--- config.mk ---
export PLATFORM = sky130hd
export DESIGN_NAME = bus_arbiter
export DESIGN_NICKNAME = d
export VERILOG_FILES = /design/src/rtl/bus_arbiter.sv
export SDC_FILE = /design/constraint.sdc
export NUM_CORES = 1
export LEC_CHECK = 0
export CORE_MARGIN = 5
export CORE_UTILIZATION = 44
export DETAILED_ROUTE_END_ITERATION = 10
export PLACE_DENSITY = 0.86
export SLEW_MARGIN = 0
export SYNTH_ARGS = -nofsm -noshare
export SYNTH_HDL_FRONTEND = slang
export SYNTH_SLANG_ARGS = --single-unit
--- constraint.sdc ---
create_clock -name clk -period 4 [get_ports clk]
set_input_delay 0.8 -clock clk [delete_from_list [all_inputs] [get_ports clk]]
set_output_delay 0.8 -clock clk [all_outputs]
set_load 0.02 [all_outputs]
--- src/rtl/bus_arbiter.sv ---
// Two-master round-robin arbiter for a shared single-port bus.
// Each access runs IDLE -> BUSY (WAIT_CYC cycles) -> RESP, so one access completes every WAIT_CYC+2 cycles.
module bus_arbiter #(
    parameter int WAIT_CYC = 1,
    parameter int TIMEOUT  = 0
) (
    input  logic        clk,
    input  logic        RSTN,
    input  logic        m0_req,
    input  logic        m0_we,
    input  logic [31:0] m0_addr,
    input  logic [31:0] m0_wdata,
    output logic        m0_ack,
    output logic [31:0] m0_rdata,
    input  logic        m1_req,
    input  logic        m1_we,
    input  logic [31:0] m1_addr,
    input  logic [31:0] m1_wdata,
    output logic        m1_ack,
    output logic [31:0] m1_rdata,
    output logic [31:0] addr_bus,
    output logic        mem_w,
    output logic [31:0] Cpu_data2bus,
    input  logic [31:0] Cpu_data4bus,
    output logic        busy,
    output logic        gnt_id,
    output logic [15:0] xfer_cnt
);

    typedef enum logic [1:0] {IDLE, BUSY, RESP} state_t;

    localparam logic [3:0] WAIT_LD = 4'(WAIT_CYC);

    state_t      state;
    logic [3:0]  cnt;
    logic        last_gnt;
    logic        win;
    logic        win_we;
    logic [31:0] win_addr;
    logic [31:0] win_wdata;

    // TIMEOUT is reserved and has no effect on behaviour.
    if (TIMEOUT != 0) begin : g_timeout_reserved
    end

    // A tie goes to the master that did not own the last completed access.
    always_comb begin
        win = m1_req;
        if (m0_req && m1_req)
            win = ~last_gnt;
        win_we    = win ? m1_we    : m0_we;
        win_addr  = win ? m1_addr  : m0_addr;
        win_wdata = win ? m1_wdata : m0_wdata;
    end

    always_ff @(posedge clk) begin
        if (!RSTN) begin
            state        <= IDLE;
            cnt          <= '0;
            last_gnt     <= 1'b1;
            gnt_id       <= 1'b0;
            m0_ack       <= 1'b0;
            m1_ack       <= 1'b0;
            m0_rdata     <= '0;
            m1_rdata     <= '0;
            addr_bus     <= '0;
            Cpu_data2bus <= '0;
            mem_w        <= 1'b0;
            busy         <= 1'b0;
            xfer_cnt     <= '0;
        end else begin
            m0_ack <= 1'b0;
            m1_ack <= 1'b0;
            mem_w  <= 1'b0;
            case (state)
                IDLE: begin
                    if (m0_req || m1_req) begin
                        gnt_id       <= win;
                        addr_bus     <= win_addr;
                        Cpu_data2bus <= win_wdata;
                        mem_w        <= win_we;
                        cnt          <= WAIT_LD;
                        busy         <= 1'b1;
                        state        <= BUSY;
                    end
                end
                BUSY: begin
                    cnt <= cnt - 4'd1;
                    // Last wait cycle: the bus data is valid now.
                    if (cnt == 4'd1) begin
                        if (gnt_id) begin
                            m1_rdata <= Cpu_data4bus;
                            m1_ack   <= 1'b1;
                        end else begin
                            m0_rdata <= Cpu_data4bus;
                            m0_ack   <= 1'b1;
                        end
                        addr_bus     <= '0;
                        Cpu_data2bus <= '0;
                        last_gnt     <= gnt_id;
                        xfer_cnt     <= xfer_cnt + 16'd1;
                        state        <= RESP;
                    end
                end
                RESP: begin
                    busy  <= 1'b0;
                    state <= IDLE;
                end
                default: state <= IDLE;
            endcase
        end
    end

endmodule
; After elaboration in Yosys (flattened, before gate mapping)
; Cells that the tools add are included.
[op_classes]
n_reduce_logical = 15
add_sub_neg = 2
bitwise_logic = 2
eq_ne = 5
mux = 18
[ops]
columns = operator, count
row1 = 32-bit two-way mux, 5
row2 = 32-bit one-hot mux with 2 select lines, 2
row3 = "16-bit by 1-bit adder with 16-bit output, second input constant", 1
row4 = 3-bit AND reduction, 5
row5 = 2-bit AND reduction, 5
row6 = 4-bit one-hot mux with 2 select lines, 1
row7 = 1-bit two-way mux, 5
row8 = "4-bit by 1-bit == test with 1-bit output, second input constant", 1
row9 = 2-bit two-way mux, 2
row10 = 4-bit two-way mux, 1
row11 = "2-bit != test, second input constant", 2
row12 = 2-bit one-hot mux with 2 select lines, 1
row13 = 2-bit nonzero test, 2
row14 = "4-bit by 1-bit subtractor with 4-bit output, second input constant", 1
row15 = "2-bit by 1-bit == test with 1-bit output, second input constant", 1
row16 = "2-bit == test, second input constant", 1
row17 = 2-bit zero test, 1
row18 = 1-bit NOT, 2
row19 = 1-bit one-hot mux with 2 select lines, 1
row20 = 1-bit logical AND, 1
row21 = 1-bit logical OR, 1
[totals]
out_inout_bits = 149
word_cells = 55
ff_bits = 156

; Logic depth before layout (Yosys ltp)
[logic_depth]
ltp_word = 5
mapped_depth = 9
depth_no_buf = 6

; Least setup slack after synthesis
; Ideal clock, no wire load.
[synth_path]
path_kind = input -> register
from = input port m1_req
to = register addr_bus[20]
setup_time_ns = 0.132
t_arrival_ns = 1.953
required_time_ns = 3.868
path_stages = 6
slack_ns = 1.915
cell_sequence = a21boi_0 -> buf_2 -> buf_2 -> mux2_2 -> nand3_1 -> a21oi_1
[synth_between]
elab_chain_len = 5
word_cells_on_any_way = 8
classes_between = eq/ne (1) / mux (4) / reduce/logical (3)
[synth_lines]
columns = item, line_no
row1 = "start, declared", 15  ; input logic m1_req,
row2 = 1-bit logical AND, 49  ; if (m0_req && m1_req)
row3 = 1-bit two-way mux, 49
row4 = 32-bit two-way mux, 52  ; win_addr = win ? m1_addr : m0_addr;
row5 = 32-bit two-way mux, 77  ; if (m0_req || m1_req) begin
row6 = 32-bit one-hot mux with 2 select lines, 75  ; case (state)
row7 = "end signal, assigned", 79  ; addr_bus <= win_addr;
row8 = "end, declared", 21  ; output logic [31:0] addr_bus,
; Parallel ways exist; a longest one is shown, timed or not. The select of a mux whose other input is x is not followed.
; A chain may end at the register's enable or synchronous reset.

; Worst setup path in the final report
[layout_path]
from = register cnt[1]
to = register m1_rdata[12]
[layout_between]
elab_chain_len = 2
[layout_lines]
columns = item, line_no
row1 = "start, declared", 35  ; logic [3:0] cnt;
row2 = "start signal, assigned", 88  ; cnt <= cnt - 4'd1;
row3 = 4-bit by 1-bit == test with 1-bit output, 90  ; if (cnt == 4'd1) begin
row4 = 3-bit AND reduction (no line), --
row5 = "end signal, assigned", 92  ; m1_rdata <= Cpu_data4bus;
row6 = "end, declared", 20  ; output logic [31:0] m1_rdata,
; Every way passes these cells.

==> tab_implementation.tex <==
\begin{tabular}{lr}
\hline
Metric & Value \\
\hline
\multicolumn{2}{l}{\textbf{Floorplanning}} \\
Core Footprint & roughly 14000 um\^{}2 \\
Height of the die & approximately 130 um \\
Width of the chip & 130 um \\
I/O pin cnt & between 300 and 400 \\
Die ar. & about 17000 um\^{}2 \\
Standard-cell row count & 44 \\
Starting density of the core & 44.4\% \\
\multicolumn{2}{l}{\textbf{Run status}} \\
Outcome & finished clean \\
\multicolumn{2}{l}{\textbf{Drt}} \\
Via total after detailed routing & between 6000 and 7000 \\
Total Routed Length & 21300 um \\
Initial drt markers & $\sim$290 \\
First-pass DRT Iterations & 5 \\
Post-route ant nets & 0 \\
Detail-routed via count per cell & $\sim$5.2 \\
WL/cell & $\sim$18 um \\
Final routed DRC violation total & 0 \\
\multicolumn{2}{l}{\textbf{Timing}} \\
Top achievable clock speed & between 300 and 400 MHz \\
Fin worst setup slack & around 1.5 ns \\
Number of endpoints with negative hold slack in the final report & 0 \\
Number of setup violations in the final report & 0 \\
Total negative setup slack & 0 ns \\
Actual slew at the worst max-slew pin & 0.905 ns \\
Final period util & 63.1\% \\
Clk\_skew & approximately 0.0055 ns \\
Final critical delay including setup and external delays & 2.52 ns \\
Max-slew headroom & between 30 and 40\% \\
Total count of max-transition violations in the final report & 0 \\
Unrepaired setup endpoints after global routing & no \\
\multicolumn{2}{l}{\textbf{Yosys}} \\
Warnings, synthesis & 0 \\
Syn Inst Count & slightly above 700 \\
Post-synth EDFFs & 0 \\
Count of cell types in the netlist & 41 \\
Netlist area before placement & $\sim$6400 um\^{}2 \\
Dominant synthesized flop cell & dfxtp\_1 \\
Avg Cell Area, Syn & around 9.1 um\^{}2 \\
Biggest area contributors in the synthesized netlist & dfxtp\_1 (49\%), mux2\_2 (11\%), nand2\_1 (8.1\%) \\
Post-synth top area share & around half \\
Register area share after synthesis & roughly half \\
Post-Syn Nets & around 870 \\
Async set-reset flop share out of synthesis & 0\% \\
Number of synthesized register bits & between 150 and 200 \\
Library cell occupying the most area in the post-synthesis netlist & dfxtp\_1 \\
\multicolumn{2}{l}{\textbf{Clock tree}} \\
Clock root cell & clkbuf\_16 \\
Maximum root-to-sink buffer count & 2 \\
Total CTS buffers & 17 \\
Resized cells post-CTS & 0 \\
Worst-Skew Late Latency & 0.42 ns \\
Number of post-CTS setup repair buffers & 0 \\
CTS tree & yes \\
Hold buffer count at CTS & 0 \\
H-tree depth & 4 \\
Clock-pin transition on the worst setup and hold timing paths & $\sim$0.060 ns \\
Clk sinks & 156 \\
\multicolumn{2}{l}{\textbf{Cells and area}} \\
Number of nets in the layout & roughly 1200 \\
Layout fillers & 1066 \\
Area growth, synth to finish & 60.7\% \\
Fraction of layout cells with a size suffix above 1 & a little under an eighth \\
Final design area excluding fillers & 10200 um\^{}2 \\
\multicolumn{2}{l}{\textbf{Placed design}} \\
Global placement routability congestion & between 0.8 and 0.9 \\
Placement Cell Area & a little under 10000 um\^{}2 \\
Number of buffers inserted by port buffering & around 310 \\
Setup Slack @ Placement & 1.09 ns \\
DP HPWL & 15400 um \\
\multicolumn{2}{l}{\textbf{Global route}} \\
Global-route wire length before repair & around 32000 um \\
Global-route usage over all layers & between 20\% and 30\% \\
Vias in the first global route & 6165 \\
Initial antenna violation count & 1 \\
Remaining Overflow, GRT & 0 \\
Maximum number of pins on one net before global-route repair & 83 \\
\multicolumn{2}{l}{\textbf{Critical path}} \\
Ordered cell list for the critical path & inv\_1 > ha\_1 > or3b\_1 > nor3\_2 > and2\_1 > buf\_4 > a22o\_1 \\
Kind of cell with the highest combined delay on the critical path & simple AND/OR/NAND/NOR gates \\
Crit start category & register \\
Crit path buffers/inverters & 2 \\
Largest fanout on the critical path & 23 \\
Slowest Stage Delay on Critical Path & 0.61 ns \\
Critical Path RT & between 4 and 5 ns \\
Endpoint class of the critical path & register \\
Worst path arrival time & between 2 and 3 ns \\
Library cell contributing the largest single delay on the critical path & or3b\_1 \\
Type of the worst setup path & reg2reg \\
\multicolumn{2}{l}{\textbf{Flow run}} \\
Number of max-cap violations & 0 \\
\multicolumn{2}{l}{\textbf{Worst hold path}} \\
Path category of the worst min-delay check & reg2reg \\
\multicolumn{2}{l}{\textbf{Power and ir drop}} \\
Power density of the placed cells & 422 nW/um\^{}2 \\
Static power due to leakage & $\sim$3.7 nW \\
Maximum ir drop on the vdd rail & 0.322 mV \\
\hline
\end{tabular}
-- tightest hold or removal path: cells and delay by family, from the launching register on --
| kind | cells | cell delay, ns |
|---|---|---|
| AOI/OAI and AO/OA | 1 | 0.05 |
| DFF | 1 | 0.31 |
| and+or+nand+nor | 1 | 0.05 |
-- state kept, by name, summed over array words and instances, names as in the netlist, 2 cells and up --
register,count
Cpu_data2bus,32
addr_bus,32
cnt,4
m0_rdata,32
m1_rdata,32
state,2
xfer_cnt,16
-- cell usage in the layout, fill, tap and decap left out, drive strengths merged --
| cell | count |
|---|---|
| clkdlybuf4s50 | 314 |
| dfxtp | 156 |
| nand2 | 137 |
| a21oi | 102 |
| nand3 | 69 |
| mux2 | 64 |
| a22o | 32 |
| nor2 | 19 |
| clkbuf | 19 |
| buf | 12 |
| xnor2 | 10 |
| inv | 7 |
| clkinv | 6 |
| nor3 | 6 |
| o21ai | 5 |
| nand4b | 4 |
| mux2i | 4 |
| bufinv | 4 |
| nor4 | 4 |
| nand2b | 3 |
| and3 | 3 |
| ha | 3 |
| or3 | 2 |
| nand4 | 2 |
| or4 | 2 |
| xor2 | 2 |
| a31oi | 2 |
| clkinvlp | 2 |
| or2 | 2 |
| a22oi | 2 |
| diode | 1 |
| or3b | 1 |
| and2 | 1 |
| nor3b | 1 |
| nor2b | 1 |
| a21boi | 1 |
| nand4bb | 1 |
-- power breakdown --
group	internal [mW]	leakage [nW]	switching (mW)	total (mW)
logic	0.452	2.14	0.454	0.906
registers	1.65	1.27	0.0583	1.71
clock network	1.07	0.305	0.633	1.70
-- cell families after synthesis --
kind of cell / Yosys count / synth area share, %
adders and majority gates: 3 / 0.589
buffers and inverters: 63 / 4.87
xor gates and xnor gates: 12 / 1.65
muxes: 68 / 11.9
DFF: 156 / 49.0
AOI/OAI and AO/OA: 144 / 13.4
and+or+nand+nor: 258 / 18.6
-- metal layers --
| layer | wire length, um | up-vias | GRT usage (%) |
|---|---|---|---|
| li1 | - | 3018 | - |
| met1 | 7820 | 2885 | 26.0 |
| met2 | 10900 | 233 | 43.0 |
| met3 | 2090 | 32 | 9.96 |
| met4 | 469 | 0 | 7.74 |
| met5 | 0 | - | 0 |
-- area by class of cell --
cell class,count,area (um^2),area share (%)
sequential,156,3120,30.5
inverter,7,27.5,0.269
timing repair buffer,326,3270,31.9
tap,184,230,2.25
clock buffer,19,453,4.42
multi-input combinational,485,2970,29.0
antenna,1,2.50,0.0244
clock inverter,12,169,1.65
-- cells in the mapped netlist, drive strengths merged (3+ instances only) --
master,instances
nand2b,3
buf,28
o21ai,5
and3,3
nor2,19
dfxtp,156
mux2,64
nand3,69
a22o,32
ha,3
nor4,4
nand2,137
nand4b,4
clkbuf,28
inv,7
mux2i,4
nor3,6
a21oi,102
xnor2,10
-- final timing paths --
check,startpoint,endpoint,slack (ns),depth (start not counted)
max,cnt[1],m1_rdata[12],1.48,7
min,addr_bus[15],addr_bus[15],0.45,2
max reg2reg,cnt[1],m1_rdata[12],1.48,7
min reg2reg,addr_bus[15],addr_bus[15],0.45,2
-- metrics by stage --
| stage | utilization, % | hold WS (ns) | std cells | power, mW |
|---|---|---|---|---|
| 2_1_floorplan | - | 0.441 | 704 | 2.20 |
| 3_3_place_gp | 67.0 | 0.437 | 1158 | 2.64 |
| 3_5_place_dp | 67.0 | 0.443 | 1158 | 2.65 |
| 4_1_cts | 71.3 | 0.450 | 1189 | 4.35 |
| 5_1_grt | 71.3 | 0.463 | 1190 | 4.49 |
| 6_report | 71.3 | 0.447 | 1190 | 4.32 |
No activity file was read; power rests on OpenSTA's default activity.
